===== src/rtl/plc_scan_ctrl_pkg.sv =====
// Shared definitions for the PLC scan-cycle sequencer: state encodings and
// default timing parameters.
package plc_scan_ctrl_pkg;

  localparam int unsigned PHASE_BITS    = 3;
  localparam int unsigned DEF_WDT_LIMIT = 1000;
  localparam int unsigned DEF_MIN_SCAN  = 0;

  typedef enum logic [PHASE_BITS-1:0] {
    IDLE   = 3'd0,
    SAMPLE = 3'd1,
    EXEC   = 3'd2,
    COMMIT = 3'd3,
    WAIT   = 3'd4,
    FAULT  = 3'd5
  } state_t;

endpackage


===== src/rtl/plc_scan_ctrl_if.sv =====
// CPU-facing side of the scan controller: I/O images, END pulse and CPU
// reset/run controls.
interface plc_scan_ctrl_if #(
  parameter int unsigned WIDTH = 16
);
  logic [WIDTH-1:0] in_image;
  logic [WIDTH-1:0] out_shadow;
  logic             scan_end;
  logic             cpu_rst;
  logic             cpu_run;

  modport master (
    output in_image,
    output cpu_rst,
    output cpu_run,
    input  out_shadow,
    input  scan_end
  );

  modport slave (
    input  in_image,
    input  cpu_rst,
    input  cpu_run,
    output out_shadow,
    output scan_end
  );
endinterface


===== src/rtl/plc_scan_ctrl_wdt_timer.sv =====
// Clear/enable counter that saturates at all-ones, with a terminal-count
// flag raised once the count reaches the supplied limit.
module wdt_timer #(
  parameter int unsigned BITS = 16
) (
  input  logic            clk,
  input  logic            rst,
  input  logic            clr,
  input  logic            en,
  input  logic [BITS-1:0] limit,
  output logic            tc
);
  logic [BITS-1:0] count;

  always_ff @(posedge clk) begin
    if (rst || clr) begin
      count <= '0;
    end else if (en && (count != '1)) begin
      count <= count + BITS'(1);
    end
  end

  assign tc = (count >= limit);
endmodule


===== src/rtl/plc_scan_ctrl.sv =====
// Scan-cycle sequencer: freezes inputs, runs the CPU until END or watchdog
// expiry, commits outputs, and optionally pads the scan to a minimum period.
module plc_scan_ctrl
  import plc_scan_ctrl_pkg::*;
#(
  parameter int unsigned WIDTH     = 16,
  parameter int unsigned WDT_BITS  = 16,
  parameter int unsigned WDT_LIMIT = DEF_WDT_LIMIT,
  parameter int unsigned MIN_SCAN  = DEF_MIN_SCAN
) (
  input  logic                  clk_in,
  input  logic                  rst_in,
  input  logic                  start,
  input  logic                  fault_clr,
  input  logic [WIDTH-1:0]      in_pins,
  output logic [WIDTH-1:0]      out_pins,
  output logic                  wdt_fault,
  output logic [15:0]           scan_count,
  output logic [PHASE_BITS-1:0] phase,
  plc_scan_ctrl_if.master       cpu
);
  localparam logic [WDT_BITS-1:0] WDT_TC = WDT_BITS'(WDT_LIMIT - 1);
  // Exit test is made on the timer value before this cycle's increment,
  // so comparing against MIN_SCAN-2 yields a period of exactly MIN_SCAN.
  localparam logic [WDT_BITS-1:0] SCAN_TC =
    (MIN_SCAN >= 2) ? WDT_BITS'(MIN_SCAN - 2) : '0;

  state_t state, state_nxt;
  logic   wdt_clr, wdt_en, wdt_tc;
  logic   scan_clr, scan_en, scan_tc;

  wdt_timer #(.BITS(WDT_BITS)) u_wdt (
    .clk   (clk_in),
    .rst   (rst_in),
    .clr   (wdt_clr),
    .en    (wdt_en),
    .limit (WDT_TC),
    .tc    (wdt_tc)
  );

  wdt_timer #(.BITS(WDT_BITS)) u_scan (
    .clk   (clk_in),
    .rst   (rst_in),
    .clr   (scan_clr),
    .en    (scan_en),
    .limit (SCAN_TC),
    .tc    (scan_tc)
  );

  always_ff @(posedge clk_in) begin
    if (rst_in) begin
      state <= IDLE;
    end else begin
      state <= state_nxt;
    end
  end

  always_comb begin
    state_nxt = state;
    wdt_clr   = 1'b0;
    wdt_en    = 1'b0;
    scan_clr  = 1'b0;
    scan_en   = 1'b0;
    case (state)
      IDLE: begin
        if (start) state_nxt = SAMPLE;
      end
      SAMPLE: begin
        wdt_clr   = 1'b1;
        scan_clr  = 1'b1;
        state_nxt = EXEC;
      end
      EXEC: begin
        wdt_en  = 1'b1;
        scan_en = 1'b1;
        if (cpu.scan_end)  state_nxt = COMMIT;
        else if (wdt_tc)   state_nxt = FAULT;
      end
      COMMIT, WAIT: begin
        scan_en = 1'b1;
        if (scan_tc) state_nxt = start ? SAMPLE : IDLE;
        else         state_nxt = WAIT;
      end
      FAULT: begin
        if (fault_clr) state_nxt = IDLE;
      end
      default: state_nxt = IDLE;
    endcase
  end

  always_ff @(posedge clk_in) begin
    if (rst_in) begin
      cpu.in_image <= '0;
      out_pins     <= '0;
      scan_count   <= '0;
    end else begin
      if (state == SAMPLE) cpu.in_image <= in_pins;
      if (state == COMMIT) begin
        out_pins   <= cpu.out_shadow;
        scan_count <= scan_count + 16'd1;
      end
      if ((state == EXEC) && (state_nxt == FAULT)) out_pins <= '0;
    end
  end

  assign cpu.cpu_rst = (state != EXEC);
  assign cpu.cpu_run = (state == EXEC);
  assign wdt_fault   = (state == FAULT);
  assign phase       = state;
endmodule


===== src/flat_wrapper.sv =====
// flat-port wrapper written by rule: the top's interface ports become plain ports
module plc_scan_ctrl_flat import plc_scan_ctrl_pkg::*;
#(
  parameter int unsigned WIDTH     = 16,
  parameter int unsigned WDT_BITS  = 16,
  parameter int unsigned WDT_LIMIT = DEF_WDT_LIMIT,
  parameter int unsigned MIN_SCAN  = DEF_MIN_SCAN
)
  (clk_in, rst_in, start, fault_clr, in_pins, out_pins, wdt_fault, scan_count, phase, cpu_in_image, cpu_cpu_rst, cpu_cpu_run, cpu_out_shadow, cpu_scan_end);
  plc_scan_ctrl_if #(.WIDTH(WIDTH)) cpu_i ();
  input  logic clk_in;
  input  logic rst_in;
  input  logic start;
  input  logic fault_clr;
  input  logic [WIDTH-1:0] in_pins;
  output logic [WIDTH-1:0] out_pins;
  output logic wdt_fault;
  output logic [15:0] scan_count;
  output logic [PHASE_BITS-1:0] phase;
  output wire logic [$bits(cpu_i.in_image)-1:0] cpu_in_image;
  output wire logic [$bits(cpu_i.cpu_rst)-1:0] cpu_cpu_rst;
  output wire logic [$bits(cpu_i.cpu_run)-1:0] cpu_cpu_run;
  input wire logic [$bits(cpu_i.out_shadow)-1:0] cpu_out_shadow;
  input wire logic [$bits(cpu_i.scan_end)-1:0] cpu_scan_end;
  assign cpu_in_image = cpu_i.in_image;
  assign cpu_cpu_rst = cpu_i.cpu_rst;
  assign cpu_cpu_run = cpu_i.cpu_run;
  assign cpu_i.out_shadow = cpu_out_shadow;
  assign cpu_i.scan_end = cpu_scan_end;
  plc_scan_ctrl #(.WIDTH(WIDTH), .WDT_BITS(WDT_BITS), .WDT_LIMIT(WDT_LIMIT), .MIN_SCAN(MIN_SCAN)) u_core (.clk_in(clk_in), .rst_in(rst_in), .start(start), .fault_clr(fault_clr), .in_pins(in_pins), .out_pins(out_pins), .wdt_fault(wdt_fault), .scan_count(scan_count), .phase(phase), .cpu(cpu_i));
endmodule

===== config.mk =====
export PLATFORM = sky130hd
export DESIGN_NAME = plc_scan_ctrl_flat
export DESIGN_NICKNAME = d
export VERILOG_FILES = /design/src/rtl/plc_scan_ctrl_pkg.sv /design/src/rtl/plc_scan_ctrl_if.sv /design/src/rtl/plc_scan_ctrl_wdt_timer.sv /design/src/rtl/plc_scan_ctrl.sv /design/src/flat_wrapper.sv
export SDC_FILE = /design/constraint.sdc
export NUM_CORES = 1
export LEC_CHECK = 0
export BUFFER_PORTS_ARGS = -buffer_cell sky130_fd_sc_hd__clkbuf_2
export CORE_MARGIN = 5
export CORE_UTILIZATION = 45
export CTS_CLUSTER_SIZE = 8
export DETAILED_ROUTE_END_ITERATION = 12
export GPL_TIMING_DRIVEN = 0
export PLACE_DENSITY = 0.72
export SYNTH_ARGS = -nofsm -noshare
export SYNTH_HDL_FRONTEND = slang
export SYNTH_SLANG_ARGS = --single-unit

===== constraint.sdc =====
create_clock -name clk_in -period 3.2 [get_ports clk_in]
set_input_delay 0.64 -clock clk_in [delete_from_list [all_inputs] [get_ports clk_in]]
set_output_delay 0.64 -clock clk_in [all_outputs]
set_load 0.03 [all_outputs]

==> flow_metrics.env, run 1 <==
export IMPL_yosysTopAreaCellShare_pct=45.6
export IMPL_rsz0062_at_grt="no"
export IMPL_rows=29
export IMPL_grt_max_degree=12
export IMPL_fin_nets=474
export IMPL_grt_pass1_vias=2678
export IMPL_vias_per_cell=5.45
export IMPL_die_h_microns=90.8
export IMPL_antenna_found_initial=0
export IMPL_critical_path_required_ns=2.56
export IMPL_die_width_microns=90.8
export IMPL_antenna_cells=0
export IMPL_finalCritPeriodShare_pct=73.1
export IMPL_synth_area_per_cell_sq_um=8.80
export IMPL_setup_ws_ns=0.862
export IMPL_post_route_drc_count=0
export IMPL_cts_buffers=9
export IMPL_yosys_top_cells_area="dfxtp_1 (46%), mux2i_1 (5.8%), nand2_1 (5.1%), a21oi_1 (4.6%), nor3_1 (3.7%)"
export IMPL_final_area_sq_um=3670
export IMPL_status="finished clean"
export IMPL_setup_tns_ns=0
export IMPL_dp_hpwl_microns=5450
export IMPL_cts_tree="done"
export IMPL_synth_nets=373
export IMPL_start_kind="flop"
export IMPL_r2r_slack_ns=0.94
export IMPL_dp_cells=501
export IMPL_place_area_sq_um=3490
export IMPL_layout_commonest_cell="clkbuf_2"
export IMPL_path_delay_family="buffers and inverters"
export IMPL_setup_viol=0
export IMPL_worst_slew_margin_rel_pct=25.4
export IMPL_cpMaxStageDelayCell="or3b_4"
export IMPL_instances_no_fill=517
export IMPL_start_util_pct=46.3
export IMPL_p_leak_nw=1.60
export IMPL_die_area_sq_um=8250
export IMPL_numClockSinks=67
export IMPL_seq_area_frac_synth_pct=45.6
export IMPL_crit_buf_inv=3
export IMPL_clkTransAtPathRegs_ns=0.07
export IMPL_yosysWarningCount=0
export IMPL_gp_congestion=0.859
export IMPL_grt_pass1_wl_microns=12400
export IMPL_finClkSkew_ns=0.00680
export IMPL_routed_wl_microns=7350
export IMPL_synth_edff_count=0
export IMPL_async_reset_ff_share_pct=0
export IMPL_cts_resized=0
export IMPL_areaGrowthSynthToFinish_pct=24.9
export IMPL_clk_latency_ns=0.35
export IMPL_core_area_sq_um=6350
export IMPL_synth_ff_type="dfxtp_1"
export IMPL_ys_ff_latch=67
export IMPL_crit_fanout=10
export IMPL_cts_root_buf="clkbuf_8"
export IMPL_synth_top_area_cell="dfxtp_1"
export IMPL_detail_route_antenna_nets=0
export IMPL_track_usage_pct=18.0
export IMPL_io_pin_count=91
export IMPL_arrival_ns=1.70
export IMPL_vias=2816
export IMPL_cts_hold_buf=0
export IMPL_holdWs_ns=0.453
export IMPL_ys_types=51
export IMPL_h_tree_depth=3
export IMPL_drive_gt1_share_pct=27.3
export IMPL_syn_area_sq_um=2940
export IMPL_dr_pass1_iters=5
export IMPL_cp_end_kind="output pin"
export IMPL_hold_class="flop to flop"
export IMPL_maxCapViolations=0
export IMPL_wl_per_cell_microns=14.2
export IMPL_worstPathCellList="buf_6 > or3b_4 > clkbuf_1 > clkbuf_2"
export IMPL_tightest_slew_ns=1.12
export IMPL_grt_ovfl_total=0
export IMPL_ir_worst_vdd_mv=0.315
export IMPL_drtIter0Drc=157
export IMPL_cts_path_max_buffers=2
export IMPL_syn_inst=334
export IMPL_path_class="flop to output pin"
export IMPL_mostFrequentLayoutCells="clkbuf_2 (90), dfxtp_1 (67), nand2_1 (40)"
export IMPL_port_buffer_count=90
export IMPL_pre_cts_ws_ns=0.938
export IMPL_clock_fmax_ghz=0.428
export IMPL_crit_path_max_incr_delay_ns=0.39
export IMPL_min_period_ns=2.34
export IMPL_postCtsSetupRepairBufs=0
export IMPL_p_per_area_nw_per_um2=487
export IMPL_final_max_slew_viol_count=0
export IMPL_hold_viol=0
==> tightest hold or removal path, delay by kind of cell, from the launching register on <==
family / cells / cell delay [ns]
AND/OR/NAND/NOR: 1 / 0.05
AO/OA/AOI/OAI: 1 / 0.05
flip-flops: 1 / 0.31
==> stage by stage <==
stage	utilization [%]	power [W]
final	57.8	0.00179
after global routing	57.8	0.00187
after CTS	57.8	0.00180
after detailed placement	54.9	0.00113
after global placement	54.9	0.00112
after floorplan	-	0.00105
==> kinds of logic (layout without fill, tap and decap cells) <==
kind of cell               count (synthesis)  after routing  share of synthesized area [%]
and+or+nand+nor                          149            149                           26.5
muxes                                     19             19                           6.56
DFF                                       67             67                           45.6
AOI/OAI and AO/OA                         60             60                           13.3
adders and majority gates                  2              2                          0.851
buffers and inverters                     25            131                           3.62
xor gates and xnor gates                  12             12                           3.58
==> power by group <==
group	internal, W	total (W)	switching (W)	leakage (nW)
combinational	0.0000784	0.000230	0.000152	0.961
clock	0.000358	0.000681	0.000323	0.0971
sequential	0.000860	0.000876	0.0000165	0.542
==> area by class of cell <==
class / count / area, sq um
fillers: 576 / 2680
multi-input cells: 242 / 1490
flip-flops and latches: 67 / 1340
repair buffers: 90 / 450
clock buffers: 11 / 131
well taps: 77 / 96.3
plain buffers: 20 / 87.6
clock inverters: 5 / 53.8
inverters: 5 / 18.8
==> sequential cells by signal (all words and copies together) (netlist names) <==
signal and flops:
u_core.u_wdt.count 16, u_core.phase 3, u_core.out_pins 16, u_core.cpu.in_image 16, u_core.scan_count 16
==> synth_stat cells, types with 2 or more instances <==
library cell	instances
dfxtp_1	67
nand2_1	40
a21oi_1	27
nor3_1	22
nor2_1	21
mux2i_1	17
nand3_1	13
clkbuf_1	12
nand4_1	9
xnor2_1	7
o21ai_0	6
o31ai_1	6
or3_1	6
inv_1	5
nor4_1	5
or4_1	5
xor2_1	5
and2_1	4
buf_2	4
nor2b_1	4
a211oi_1	3
and4_1	3
buf_1	3
nand2b_1	3
o211ai_1	3
a31o_2	2
a41o_1	2
and3_1	2
ha_1	2
mux2_2	2
nand3b_1	2
nor3b_1	2
or2_2	2
==> metal layers <==
layer | vias to the layer above | global-route usage, % | part of all wire (%)
met5 | - | 0 | 0
met4 | 0 | 6.60 | 1.4
met3 | 11 | 5.83 | 8.7
met2 | 88 | 28.0 | 46
met1 | 1304 | 23.2 | 44
li1 | 1413 | - | -
==> worst paths after layout <==
| check | from | end | depth (start not counted) |
|---|---|---|---|
| min reg2reg | u_core.cpu.in_image[3] | u_core.cpu.in_image[3] | 2 |
| min | u_core.cpu.in_image[3] | u_core.cpu.in_image[3] | 2 |
| max | u_core.phase[0] | cpu_cpu_rst | 4 |
| max reg2reg | u_core.u_wdt.count[0] | u_core.u_wdt.count[3] | 6 |
No activity file was read; power rests on OpenSTA's default activity.
==> inputs of run 2 (changes only) <==
--- a/config.mk
+++ b/config.mk
@@ -5,13 +5,14 @@
 export SDC_FILE = /design/constraint.sdc
 export NUM_CORES = 1
 export LEC_CHECK = 0
+export ABC_AREA = 1
 export BUFFER_PORTS_ARGS = -buffer_cell sky130_fd_sc_hd__clkbuf_2
 export CORE_MARGIN = 5
 export CORE_UTILIZATION = 45
 export CTS_CLUSTER_SIZE = 8
 export DETAILED_ROUTE_END_ITERATION = 12
 export GPL_TIMING_DRIVEN = 0
-export PLACE_DENSITY = 0.72
+export PLACE_DENSITY = 0.71
 export SYNTH_ARGS = -nofsm -noshare
 export SYNTH_HDL_FRONTEND = slang
 export SYNTH_SLANG_ARGS = --single-unit
==> constraint.sdc (replaced) <==
create_clock -name clk_in -period 2.45 [get_ports clk_in]
set_input_delay 0.49 -clock clk_in [delete_from_list [all_inputs] [get_ports clk_in]]
set_output_delay 0.49 -clock clk_in [all_outputs]
set_load 0.03 [all_outputs]
==> flow_metrics.env, run 2 <==
export IMPL_detail_route_antenna_nets=0
export IMPL_yosysTopAreaCellShare_pct=43.8
export IMPL_p_leak_nw=1.54
export IMPL_numClockSinks=67
export IMPL_synth_ff_type="dfxtp_1"
export IMPL_worst_r2r_startpoint="u_core.u_wdt.count[0]"
export IMPL_status="finished clean"
export IMPL_pre_cts_ws_ns=0.482
export IMPL_mostFrequentLayoutCells="nand2_1 (132), clkbuf_2 (89), dfxtp_1 (67)"
export IMPL_synth_nets=489
export IMPL_r2r_end="u_core.u_wdt.count[4]"
export IMPL_grt_pass1_vias=2953
export IMPL_setup_tns_ns=0
export IMPL_postCtsSetupRepairBufs=0
export IMPL_hold_viol=0
export IMPL_power_clock_fraction_pct=36.4
export IMPL_p_per_area_nw_per_um2=578
export IMPL_grt_ovfl_total=0
export IMPL_clock_fmax_ghz=0.513
export IMPL_grtUsageMet3_pct=5.61
export IMPL_track_usage_pct=18.4
export IMPL_ir_worst_vdd_mv=0.363
export IMPL_cts_buffers=9
export IMPL_vias=3121
export IMPL_syn_area_sq_um=3060
export IMPL_ys_ff_latch=67
export IMPL_critical_path_required_ns=1.96
export IMPL_cts_root_buf="clkbuf_8"
export IMPL_port_buffer_count=89
export IMPL_p_comb_share_pct=11.1
export IMPL_setup_viol=0
export IMPL_async_reset_ff_share_pct=0
export IMPL_grt_use_met1_pct=22.4
export IMPL_cts_hold_buf=0
export IMPL_rsz0062_at_grt="no"
export IMPL_cts_resized=0
export IMPL_fin_nets=589
export IMPL_fill_cells=677
export IMPL_met2_usage_pct=31.2
export IMPL_clk_latency_ns=0.34
export IMPL_layout_commonest_cell="nand2_1"
export IMPL_path_class="flop to output pin"
export IMPL_die_h_microns=92.5
export IMPL_netlist_top_cells_count="nand2_1 (132), dfxtp_1 (67), a21oi_1 (61), inv_1 (49), nor2_1 (47)"
export IMPL_ys_types=24
export IMPL_cts_path_max_buffers=2
export IMPL_gp_congestion=0.860
export IMPL_vias_per_cell=4.91
export IMPL_finalCritPeriodShare_pct=79.6
export IMPL_synth_top_area_cell="dfxtp_1"
export IMPL_grt_max_degree=12
export IMPL_maxCapViolations=0
export IMPL_p_seq_share_pct=52.4
export IMPL_rr_worst_depth=9
export IMPL_hold_end="u_core.out_pins[11]"
export IMPL_holdCritStartpoint="cpu_out_shadow[11]"
export IMPL_antenna_found_initial=0
export IMPL_start_util_pct=45.5
export IMPL_antenna_cells=0
export IMPL_yosysMostFrequentCell="nand2_1"
export IMPL_sw_frac_of_total_pct=28.3
export IMPL_drtIter0Drc=104
export IMPL_finClkSkew_ns=0.00823
export IMPL_tightest_slew_ns=0.472
export IMPL_die_area_sq_um=8550
export IMPL_post_route_drc_count=0
export IMPL_hold_path_depth=3
export IMPL_grt_busiest_layer="met2"
export IMPL_cp_end_kind="output pin"
export IMPL_core_area_sq_um=6720
export IMPL_crit_fanout=6
export IMPL_rows=30
export IMPL_min_period_ns=1.95
export IMPL_wl_per_cell_microns=12.0
export IMPL_grt_pass1_wl_microns=12900
export IMPL_cts_tree="done"
export IMPL_io_pin_count=91
export IMPL_synth_area_per_cell_sq_um=6.80
export IMPL_die_width_microns=92.5
export IMPL_seq_area_frac_synth_pct=43.8
export IMPL_worst_slew_margin_rel_pct=68.5
export IMPL_yosys_top_cells_area="dfxtp_1 (44%), nand2_1 (16%), a21oi_1 (10%), inv_1 (6.0%), nor2_1 (5.8%)"
export IMPL_synth_edff_count=0
export IMPL_drive_gt1_share_pct=21.3
export IMPL_arrival_ns=1.46
export IMPL_r2r_slack_ns=0.67
export IMPL_dr_pass1_iters=5
export IMPL_hold_class="input port to flop"
export IMPL_final_max_slew_viol_count=0
export IMPL_start_kind="flop"
export IMPL_dp_hpwl_microns=5810
export IMPL_yosysWarningCount=0
export IMPL_routed_wl_microns=7590
export IMPL_final_util_pct=56.1
export IMPL_h_tree_depth=3
export IMPL_setup_ws_ns=0.500
export IMPL_clkTransAtPathRegs_ns=0.07
export IMPL_areaGrowthSynthToFinish_pct=23.1
export IMPL_syn_inst=450
export IMPL_p_int_w=0.00156
export IMPL_switchingPower_w=0.000617
## run 2: cell types whose count changed in the layout (fill, tap and decap cells not counted), moves of 5 or more
cell | before | now
nor2_1 | 21 | 47
mux2i_1 | 17 | 0
nor3_1 | 22 | 2
o31ai_1 | 6 | 0
nor4_1 | 5 | 0
a21oi_1 | 27 | 61
or4_1 | 5 | 0
inv_1 | 5 | 49
or3_1 | 6 | 0
o21ai_0 | 6 | 31
nand2_1 | 40 | 132
## run 2: logic make-up (layout without fill, tap and decap cells)
kind of cell	after synthesis	after routing	share of synthesized area, %
xor gates and xnor gates	7	7	2.00
DFF	67	67	43.8
buffers and inverters	66	171	8.79
adders and majority gates	2	2	0.818
and+or+nand+nor	212	212	28.2
AOI/OAI and AO/OA	96	96	16.4
## run 2: worst max path at each step
stage                               start                 endpoint  slack, ns  cells past startpoint
after floorplan           u_core.phase[1]      u_core.out_pins[10]       0.48                      6
after global placement             rst_in     u_core.scan_count[0]       0.52                      6
after detailed placement           rst_in  u_core.cpu.in_image[11]       0.48                      6
after CTS                 u_core.phase[1]              cpu_cpu_run       0.49                      3
after global routing      u_core.phase[1]              cpu_cpu_run       0.41                      3
final                     u_core.phase[1]              cpu_cpu_run       0.50                      3
## run 2: critical path, stage by stage (launching register included)
cell,delay [ns]
dfxtp_1,0.45
nand3_1,0.20
inv_1,0.23
clkbuf_2,0.25
## run 2: power groups by stage
stage | logic (W) | clock network, W | registers (W)
3_3_place_gp | 0.000244 | 0 | 0.00117
2_1_floorplan | 0.0000970 | 0 | 0.00122
6_report | 0.000243 | 0.000793 | 0.00114
5_1_grt | 0.000270 | 0.000867 | 0.00115
3_5_place_dp | 0.000246 | 0 | 0.00117
4_1_cts | 0.000246 | 0.000809 | 0.00114
## run 2: layout make-up
cell class              instances  area, sq um  area share [%]
multi-input cells             317         1450            38.5
flip-flops and latches         67         1340            35.6
repair buffers                 89          445            11.8
inverters                      50          188            4.98
clock buffers                  11          131            3.49
well taps                      80          100            2.66
plain buffers                  16         81.3            2.16
clock inverters                 5         30.0           0.797
## run 2: metrics by stage
step           cell area [sq um]  hold slack (ns)  std cells  power [W]
2_1_floorplan               3060            0.471        450    0.00132
3_3_place_gp                3600            0.431        619    0.00141
3_5_place_dp                3600            0.436        619    0.00141
4_1_cts                     3770            0.366        635    0.00220
5_1_grt                     3770            0.367        635    0.00228
6_report                    3770            0.382        635    0.00218
## run 2: per-layer routing
layer  routed length, microns  part of all wire (%)
met5                        0                     0
met4                      104                   1.4
met3                      483                   6.4
met2                     3610                    48
met1                     3390                    45
